## src/rtl/bus_arb_pkg.sv

```systemverilog
// ---------------------------------------------------------------------------
// bus_arb_pkg
// Shared types and helpers for the bus arbiter.
//   state_t    : arbiter FSM states
//   ARB_FIXED  : fixed priority selection (index 0 highest)
//   ARB_RR     : rotating priority selection
//   clog2_min1 : ceil(log2(value)), never less than 1 bit
// ---------------------------------------------------------------------------
package bus_arb_pkg;

  typedef enum logic {
    IDLE = 1'b0,
    BUSY = 1'b1
  } state_t;

  localparam logic ARB_FIXED = 1'b0;
  localparam logic ARB_RR    = 1'b1;

  function automatic int clog2_min1(input int value);
    int w;
    w = $clog2(value);
    return (w < 1) ? 1 : w;
  endfunction

endpackage

```

## src/rtl/bus_arbiter_pick.sv

```systemverilog
// ---------------------------------------------------------------------------
// arb_pick
// Combinational winner selection over a candidate mask.
// Ports:
//   i_cand   in  N  candidate mask
//   i_start  in  W  first index searched (rotating mode only)
//   i_mode   in  1  ARB_FIXED or ARB_RR
//   o_onehot out N  one-hot winner, zero when no candidate
//   o_idx    out W  binary winner index, zero when no candidate
//   o_found  out 1  a candidate exists
// ---------------------------------------------------------------------------
module arb_pick
  import bus_arb_pkg::*;
#(
  parameter  int N = 8,
  localparam int W = $clog2(N)
) (
  input  logic [N-1:0] i_cand,
  input  logic [W-1:0] i_start,
  input  logic         i_mode,
  output logic [N-1:0] o_onehot,
  output logic [W-1:0] o_idx,
  output logic         o_found
);

  always_comb begin
    int base;
    int j;
    o_onehot = '0;
    o_idx    = '0;
    o_found  = 1'b0;
    base     = (i_mode == ARB_RR) ? int'(i_start) : 0;
    j        = 0;
    // Walk every position once starting at base, wrapping past N-1 to 0.
    for (int i = 0; i < N; i++) begin
      j = base + i;
      if (j >= N) j = j - N;
      if (!o_found && i_cand[j]) begin
        o_found     = 1'b1;
        o_idx       = W'(j);
        o_onehot[j] = 1'b1;
      end
    end
  end

endmodule

```

## src/rtl/bus_arbiter.sv

```systemverilog
// ---------------------------------------------------------------------------
// bus_arbiter
// Grants one of NUM_MASTERS requesters the shared bus, fixed or rotating
// priority. The owner keeps the bus while requesting; a hold-limit timer
// forces a handover after MAX_HOLD busy cycles when others are waiting.
//
// state | meaning
// IDLE  | no owner, grant all-zero
// BUSY  | one master owns the bus, hold timer running
//
// Ports:
//   clk          in  1      rising-edge clock
//   reset_n      in  1      asynchronous active-low reset
//   en           in  1      enable; 0 freezes all state, timeout forced low
//   req          in  N      level request per master
//   grant        out N      registered one-hot grant, zero when idle
//   grant_idx    out IDX_W  binary index of grant, holds when idle
//   grant_valid  out 1      any grant bit set
//   timeout      out 1      one-cycle pulse on a forced handover
// ---------------------------------------------------------------------------
module bus_arbiter
  import bus_arb_pkg::*;
#(
  parameter  int NUM_MASTERS = 8,
  parameter  int ROUND_ROBIN = 1,
  parameter  int MAX_HOLD    = 16,
  localparam int IDX_W       = $clog2(NUM_MASTERS)
) (
  input  logic                   clk,
  input  logic                   reset_n,
  input  logic                   en,
  input  logic [NUM_MASTERS-1:0] req,
  output logic [NUM_MASTERS-1:0] grant,
  output logic [IDX_W-1:0]       grant_idx,
  output logic                   grant_valid,
  output logic                   timeout
);

  localparam int               HOLD_W    = clog2_min1(MAX_HOLD + 1);
  localparam logic [HOLD_W-1:0] HOLD_LAST = HOLD_W'((MAX_HOLD > 0) ? (MAX_HOLD - 1) : 0);
  localparam logic [IDX_W-1:0]  LAST_IDX  = IDX_W'(NUM_MASTERS - 1);
  localparam logic              MODE      = (ROUND_ROBIN != 0) ? ARB_RR : ARB_FIXED;

  state_t                 r_state;
  logic [NUM_MASTERS-1:0] r_grant;
  logic [IDX_W-1:0]       r_grant_idx;
  logic [IDX_W-1:0]       r_last_idx;
  logic [HOLD_W-1:0]      r_hold_cnt;
  logic                   r_timeout;

  state_t                 w_nxt_state;
  logic [NUM_MASTERS-1:0] w_nxt_grant;
  logic [IDX_W-1:0]       w_nxt_grant_idx;
  logic [IDX_W-1:0]       w_nxt_last_idx;
  logic [HOLD_W-1:0]      w_nxt_hold_cnt;
  logic                   w_nxt_timeout;

  logic [NUM_MASTERS-1:0] w_cand;
  logic [IDX_W-1:0]       w_start;
  logic [NUM_MASTERS-1:0] w_win_onehot;
  logic [IDX_W-1:0]       w_win_idx;
  logic                   w_win_found;
  logic                   w_owner_req;

  // While busy the owner is never a candidate: the pick is only used for a
  // release or a forced handover, both of which must move the bus away.
  assign w_cand      = (r_state == BUSY) ? (req & ~r_grant) : req;
  assign w_start     = (r_last_idx == LAST_IDX) ? '0 : (r_last_idx + 1'b1);
  assign w_owner_req = |(req & r_grant);

  arb_pick #(
    .N (NUM_MASTERS)
  ) u_pick (
    .i_cand   (w_cand),
    .i_start  (w_start),
    .i_mode   (MODE),
    .o_onehot (w_win_onehot),
    .o_idx    (w_win_idx),
    .o_found  (w_win_found)
  );

  always_comb begin
    w_nxt_state     = r_state;
    w_nxt_grant     = r_grant;
    w_nxt_grant_idx = r_grant_idx;
    w_nxt_last_idx  = r_last_idx;
    w_nxt_hold_cnt  = r_hold_cnt;
    w_nxt_timeout   = 1'b0;
    case (r_state)
      IDLE: begin
        if (w_win_found) begin
          w_nxt_state     = BUSY;
          w_nxt_grant     = w_win_onehot;
          w_nxt_grant_idx = w_win_idx;
          w_nxt_last_idx  = w_win_idx;
          w_nxt_hold_cnt  = '0;
        end
      end
      BUSY: begin
        if (!w_owner_req) begin
          w_nxt_hold_cnt = '0;
          if (w_win_found) begin
            w_nxt_grant     = w_win_onehot;
            w_nxt_grant_idx = w_win_idx;
            w_nxt_last_idx  = w_win_idx;
          end else begin
            w_nxt_state = IDLE;
            w_nxt_grant = '0;
          end
        end else if ((MAX_HOLD > 0) && (r_hold_cnt == HOLD_LAST)) begin
          // At the limit with nobody waiting the owner keeps the bus and the
          // counter stays parked here, so a late requester wins next edge.
          if (w_win_found) begin
            w_nxt_grant     = w_win_onehot;
            w_nxt_grant_idx = w_win_idx;
            w_nxt_last_idx  = w_win_idx;
            w_nxt_hold_cnt  = '0;
            w_nxt_timeout   = 1'b1;
          end
        end else if (r_hold_cnt != '1) begin
          w_nxt_hold_cnt = r_hold_cnt + 1'b1;
        end
      end
      default: begin
        w_nxt_state = IDLE;
        w_nxt_grant = '0;
      end
    endcase
  end

  always_ff @(posedge clk or negedge reset_n) begin
    if (!reset_n) begin
      r_state     <= IDLE;
      r_grant     <= '0;
      r_grant_idx <= '0;
      r_last_idx  <= LAST_IDX;
      r_hold_cnt  <= '0;
      r_timeout   <= 1'b0;
    end else if (en) begin
      r_state     <= w_nxt_state;
      r_grant     <= w_nxt_grant;
      r_grant_idx <= w_nxt_grant_idx;
      r_last_idx  <= w_nxt_last_idx;
      r_hold_cnt  <= w_nxt_hold_cnt;
      r_timeout   <= w_nxt_timeout;
    end else begin
      r_timeout   <= 1'b0;
    end
  end

  assign grant       = r_grant;
  assign grant_idx   = r_grant_idx;
  assign grant_valid = |r_grant;
  // Gate so a pulse registered just before en falls is not seen while frozen.
  assign timeout     = r_timeout & en;

endmodule

```

## config.mk

```make
export PLATFORM = sky130hd
export DESIGN_NAME = bus_arbiter
export DESIGN_NICKNAME = d
export VERILOG_FILES = /design/src/rtl/bus_arb_pkg.sv /design/src/rtl/bus_arbiter_pick.sv /design/src/rtl/bus_arbiter.sv
export SDC_FILE = /design/constraint.sdc
export NUM_CORES = 1
export LEC_CHECK = 0
export CAP_MARGIN = 20
export CORE_MARGIN = 4
export CORE_UTILIZATION = 45
export CTS_CLUSTER_SIZE = 12
export DETAILED_ROUTE_END_ITERATION = 10
export GPL_ROUTABILITY_DRIVEN = 0
export PLACE_DENSITY = 0.68
export SYNTH_ARGS = -nofsm -noshare
export SYNTH_HDL_FRONTEND = slang
export SYNTH_SLANG_ARGS = --single-unit
```

## constraint.sdc

```tcl
create_clock -name clk -period 3.8 [get_ports clk]
set_clock_uncertainty 0.2 [all_clocks]
set_input_delay 1.14 -clock clk [delete_from_list [all_inputs] [get_ports clk]]
set_output_delay 1.14 -clock clk [all_outputs]
set_load 0.02 [all_outputs]
```

Word-level counts from Yosys, hierarchy flattened

Cells that the tools add are included.

Output and inout bits: 13
Memories kept: 0
Word-level logic and storage cells: 189
Input bits: 11
Flip-flop bits (word level): 21
Latch bits: 0
Memory bits (read-only): 0
Memory bits (writable): 0

Div/mod/pow operators: 0
Bitwise logic cells: 12
Shift-type cells: 0
$lt $le $gt $ge: 24
Mux-type cells: 99
Add/subtract/negate cells: 17
$mul: 0
Reductions and logical operators: 26
Equal/unequal tests: 5

Operators by type and width:

| operator                                                                | number |
|---|---|
| 32-bit by 1-bit >= comparator with 1-bit output (second input constant) | 8 |
| 32-bit by 5-bit < comparator with 1-bit output (second input constant)  | 8 |
| 32-bit two-way mux                                                      | 8 |
| 32-bit by 5-bit >= comparator with 1-bit output (second input constant) | 7 |
| 32-bit by 5-bit subtractor with 32-bit output (second input constant)   | 7 |
| 8-bit two-way mux                                                       | 13 |
| 8-bit OR                                                                | 7 |
| 3-bit two-way mux                                                       | 15 |
| 1-bit two-way mux                                                       | 38 |
| 1-bit binary-select mux with 3-bit select                               | 8 |
| 1-bit demux with 3-bit select                                           | 8 |
| 5-bit two-way mux                                                       | 4 |
| 3-bit by 3-bit adder with 4-bit output (second input constant)          | 4 |
| 8-bit AND                                                               | 2 |
| 8-bit one-hot mux with 2 select lines                                   | 1 |
| 8-bit OR reduction                                                      | 2 |
| 1-bit logical AND                                                       | 15 |
| 3-bit one-hot mux with 2 select lines                                   | 2 |
| 5-bit one-hot mux with 2 select lines                                   | 1 |
| 3-bit by 2-bit adder with 4-bit output (second input constant)          | 2 |
| 8-bit inverter                                                          | 1 |
| 1-bit logical NOT                                                       | 7 |
| 5-bit by 1-bit adder with 5-bit output (second input constant)          | 1 |
| 5-bit by 4-bit equality test with 1-bit output (second input constant)  | 1 |
| other kinds (12)                                                        | 13 |

Depth between registers and ports, before layout

Gate-level depths: netlist of the first run.

Depth in word-level cells: 34
Mapped depth: 13
Depth with buffers taken out: 10

By module

From an unflattened synthesis of the first run, not the netlist that was laid out.

Cell total of the unflattened synthesis: 268
Area, all modules: 2,384.8 µm²

Modules (own cells, without submodules):

| module      | area an instance (µm²) | sequential area each (µm²) | cells an instance | times used |
|---|---|---|---|---|
| arb_pick    | 1,298.7                | 0.0                        | 174               | 1 |
| bus_arbiter | 1,086.0                | 529.3                      | 94                | 1 |

Worst setup path after synthesis of the first run

OpenSTA, ideal clock, no wires.

Kind: register to register
Start: register r_last_idx[0]
End: register r_grant[0], in the netlist grant[0]
Path buffers: 3
Slack: -0.113 ns
Setup time: 0.142 ns
Cell stages (with the launch flop): 13
Data arrival time: 3.571 ns
Period minus slack after synthesis: 3.913 ns
Cells stage by stage: dfstp_2 > buf_2 > inv_1 > ha_1 > clkbuf_1 > nor2_1 > mux4_2 > nor2b_1 > a2111oi_2 > o21ai_1 > o21ai_1 > buf_2 > o221ai_1

Cells in the longest elaborated chain, start to end: 33

RTL lines:

| what                                                                                                   | RTL line           | source |
|---|---|---|
| start: declaration                                                                                     | bus_arbiter.sv:47  | `logic [IDX_W-1:0] r_last_idx;` |
| start signal: assignment                                                                               | bus_arbiter.sv:143 | `r_last_idx <= w_nxt_last_idx;` |
| 3-bit by 1-bit adder with 3-bit output or 3-bit equality test (tied branches)                          | bus_arbiter.sv:68  | `assign w_start = (r_last_idx == LAST_IDX) ? '0 : (r_last_idx + 1'b1);` |
| 3-bit two-way mux (*)                                                                                  | bus_arbiter.sv:68  |  |
| parallel branches: the longest is 30 deep, another holds 32-bit by 5-bit subtractor with 32-bit output | -                  |  |
| 8-bit one-hot mux with 2 select lines (*)                                                              | bus_arbiter.sv:89  | `case (r_state)` |
| end signal: assignment                                                                                 | bus_arbiter.sv:141 | `r_grant <= w_nxt_grant;` |
| end: declaration                                                                                       | bus_arbiter.sv:45  | `logic [NUM_MASTERS-1:0] r_grant;` |

Every way passes the cells marked *. The select of a mux whose other input is x is not followed.
A chain may end at the register's enable or synchronous reset.

Worst setup path after layout of the first run

Start: input port req[3]
End: register r_grant[7], in the netlist grant[7]

Cells in the longest elaborated chain, start to end: 31

RTL lines:

| what                                                   | RTL line                              | source |
|---|---|---|
| start: declaration                                     | bus_arbiter.sv:32                     | `input logic [NUM_MASTERS-1:0] req,` |
| 8-bit AND                                              | bus_arbiter.sv:67                     | `assign w_cand = (r_state == BUSY) ? (req & ~r_grant) : req;` |
| 8-bit two-way mux                                      | bus_arbiter.sv:67                     |  |
| 1-bit binary-select mux with 3-bit select              | bus_arbiter_pick.sv:38                | `if (!o_found && i_cand[j]) begin` |
| 1-bit two-way mux (implied by the code) (2 in a row)   | bus_arbiter_pick.sv:38                |  |
| 1-bit two-way mux                                      | bus_arbiter_pick.sv:38                |  |
| 1-bit logical NOT                                      | bus_arbiter_pick.sv:38                |  |
| 1-bit logical AND                                      | bus_arbiter_pick.sv:38                |  |
| 1-bit two-way mux                                      | bus_arbiter_pick.sv:38                |  |
| [... 14 more ...]                                      | -                                     |  |
| 1-bit two-way mux                                      | bus_arbiter_pick.sv:38                |  |
| 1-bit logical NOT                                      | bus_arbiter_pick.sv:38                |  |
| 1-bit logical AND                                      | bus_arbiter_pick.sv:38                |  |
| 8-bit two-way mux or 1-bit two-way mux (tied branches) | bus_arbiter_pick.sv:38                |  |
| 8-bit two-way mux                                      | bus_arbiter.sv:91, bus_arbiter.sv:113 |  |
| 8-bit two-way mux                                      | bus_arbiter.sv:110                    | `end else if ((MAX_HOLD > 0) && (r_hold_cnt == HOLD_LAST)) begin` |
| 8-bit two-way mux                                      | bus_arbiter.sv:100                    | `if (!w_owner_req) begin` |
| 8-bit one-hot mux with 2 select lines                  | bus_arbiter.sv:89                     |  |

Parallel ways exist; a longest one is shown, timed or not. The select of a mux whose other input is x is not followed.

==> results.txt, run 1 <==
CORE AREA -> 0.00551 mm2
Post-DP HPWL -> 7710 um
Most frequent cells in the layout -> 94 x buf_4, 35 x nand2_1, 21 x nor2_1, 20 x o21ai_0, 18 x dfrtp_1
ANT cells -> 0
H-Tree Depth -> 1
Vias per cell -> 6.79
Initial antenna violation count -> 0
Total CTS buffers -> 3
Total wire length -> 10800 um
Die area -> 0.00691 mm2
Post-Syn Nets -> 341
Slew headroom -> 37.5%
Slew @ Worst Pin -> 0.934 ns
Clk buf depth -> 2
Crit path DAT -> 3.76 ns
Die width -> 83.1 um
Final setup viols -> 0
Startpoint Class -> input port
Worst r2r src -> r_last_idx[0]$_DFFE_PN1P_
Area Overhead vs Synth -> 51.7%
Yosys warns -> 0
Antenna viol nets, final -> 0
Design area -> 0.00386 mm2
Hold Vio Cnt, Final -> 0
Layout Nets -> 449
Period utilisation layout -> 99.5%
Worst path bufs/invs -> 3
IO buf count -> 23
Initial Util -> 46.1%
Hold depth -> 1
Worst Path Max Fanout -> 8
DIE HEIGHT -> 83.1 um
Reg2reg setup slack -> 0.09 ns
RSZ-0062 raised after global routing -> yes
Worst Setup Path Type -> in -> reg
Number of global-route vias before repair -> 3315
Outcome -> finished clean
Pre-antenna DRT Iters -> 6
#FFs+latches synth -> 21
HP Class -> reg -> reg
CP delay by family, top -> multiplexers
Root Buffer -> clkbuf_8
Vias -> 3407
Worst Setup End Kind -> register
Register area -> 529 um2
Overflow after GRT -> 0
DP Area -> 0.00345 mm2
GRT Total Usage -> 30.5%
EDFF count, synth -> 0
Area occupied by multi-input gates -> 0.00217 mm2
Largest net degree at the start of global routing -> 21
Start point of the critical path -> req[3]
Critical R2R Capture -> grant[7]$_DFFE_PN0P_
FP Rows -> 27
Main synth FF type -> dfrtp_1
DR WL/cell -> 21.4 um
Worst Hold Launch -> grant_idx[2]$_DFFE_PN0P_
First-pass GRT wire length -> 17000 um
CP peak stage delay -> 0.51 ns
DRC viols -> 0
Synth Instances -> 323
# IOs -> 24
Clk Latency, worst-skew pair -> 0.26 ns
TritonCTS clock tree -> yes
Initial DRC count -> 577
Register-to-Register Path Depth -> 12
Max-cap violation count -> 0
Worst path cell trace -> dlygate4sd2_1 -> a21boi_4 -> mux2_4 -> mux4_2 -> nor4_4 -> buf_4 -> buf_6 -> nand3_1 -> o211ai_1 -> a211oi_1 -> o21ai_0
Hold path endpoint -> grant_idx[2]$_DFFE_PN0P_
Register area share after synthesis -> 20.8%
Ratio of cells with drive above 1 in the final layout -> 37.0%
Cell depth of the worst setup path -> 11
Final Max Tran Viols -> 0
Cell variety after synth -> 65
Fmax -> 264 MHz
Sink Count -> 21
FILL cells -> 424
Mapped cell area -> 0.00254 mm2
Clk slew on worst S/H paths -> 0.08 ns
Hold Slack -> 0.283 ns
Tmin final -> 3.78 ns
Req. time, crit path -> 3.78 ns
Syn avg cell area -> 7.87 um2
Asr flop ratio synth -> 100%
Most common cell after layout, fill and taps aside -> buf_4
Slowest cell on crit path -> mux4_2
==> cell type report <==
| class | count | area share [%] |
|---|---|---|
| well taps | 72 | 2.34 |
| clock buffers | 4 | 1.17 |
| repair buffers | 121 | 25.4 |
| multi-input cells | 274 | 56.4 |
| inverters | 10 | 0.973 |
| flip-flops and latches | 21 | 13.7 |
==> synth_stat cells (all sizes together) (6+ instances only) <==
library cell   n  area (um2)
a21o           6        45.0
mux4           6         135
a21oi         12        60.1
a21boi         9        67.6
nor3          18        90.1
inv           10        37.5
ha             7        87.6
a22oi          8        60.1
mux2i         11         110
nor2          23        86.3
dfrtp         18         450
clkbuf        11        41.3
nand2         35         131
a31oi          9        56.3
o21a           6        45.0
nor4          10        77.6
buf            7        38.8
o21ai         26         130
nand3         12        60.1
==> repair_timing <==
item                                    4_1_cts  5_1_grt
setup buffers                                 7        5
hold buffers                                  0        0
pin swaps                                     5        4
endpoints found under the setup margin       20       15
resized for setup                            53       15
==> how the worst max path moves through the flow <==
stage,end,slack (ns)
floorplan,grant[1]$_DFFE_PN0P_,0.04
global placement,grant[2]$_DFFE_PN0P_,-0.58
detailed placement,grant[3]$_DFFE_PN0P_,-0.63
CTS,grant[2]$_DFFE_PN0P_,0.1
global route,grant[2]$_DFFE_PN0P_,-0.04
finish,grant[7]$_DFFE_PN0P_,0.02
==> per-layer routing <==
metal | vias up | GRT usage (%) | share of wire [%]
met3 | 94 | 5.16 | 11
met2 | 269 | 48.3 | 44
met4 | 0 | 19.8 | 8.5
li1 | 1478 | - | -
met5 | - | 0 | 0
met1 | 1566 | 38.2 | 37
==> stage by stage <==
stage          worst slack, ns  setup TNS, ns  std cells  util [%]
5_1_grt                -0.0373        -0.0874        502      70.0
3_3_place_gp            -0.582         -10.34        486      62.7
2_1_floorplan           0.0401              0        323         -
4_1_cts                 0.0994              0        497      67.9
6_report                0.0188              0        502      70.0
3_5_place_dp            -0.630         -11.34        486      62.7
==> cells by family (layout without fill, tap and decap cells) <==
| kind of cell | after synthesis | in the layout | share of synthesized area [%] |
|---|---|---|---|
| compound gates | 119 | 119 | 33.8 |
| xor+xnor | 4 | 4 | 1.38 |
| fa+ha+maj | 7 | 7 | 3.45 |
| buf+inv | 28 | 135 | 4.63 |
| flops | 21 | 21 | 20.8 |
| mux | 22 | 22 | 11.9 |
| simple gates | 122 | 122 | 24.1 |
==> state kept, by name, indices dropped and copies added (netlist names) <==
register / flops
r_timeout: 1
grant: 8
r_state: 1
r_hold_cnt: 5
grant_idx: 3
r_last_idx: 3
Power of run 1 is not shown: default switching activity piles up to over one toggle a cycle in this logic, so the estimate is an artifact.
==> run 2: changes to the inputs <==
--- a/config.mk
+++ b/config.mk
@@ -8,6 +8,7 @@
 export CAP_MARGIN = 20
 export CORE_MARGIN = 4
 export CORE_UTILIZATION = 45
+export CTS_CLUSTER_DIAMETER = 50
 export CTS_CLUSTER_SIZE = 12
 export DETAILED_ROUTE_END_ITERATION = 10
 export GPL_ROUTABILITY_DRIVEN = 0
==> results of run 2 <==
No change in the layout: final DEF, timing and power equal those of run 1.
Power of run 2 is left out for the same reason.
==> run 3: changes to the inputs <==
--- a/config.mk
+++ b/config.mk
@@ -9,7 +9,7 @@
 export CORE_MARGIN = 4
 export CORE_UTILIZATION = 45
 export CTS_CLUSTER_DIAMETER = 50
-export CTS_CLUSTER_SIZE = 12
+export CTS_CLUSTER_SIZE = 10
 export DETAILED_ROUTE_END_ITERATION = 10
 export GPL_ROUTABILITY_DRIVEN = 0
 export PLACE_DENSITY = 0.68
==> results of run 3 <==
No change in the layout: final DEF, timing and power equal those of run 1.
Power of run 3 is left out for the same reason.
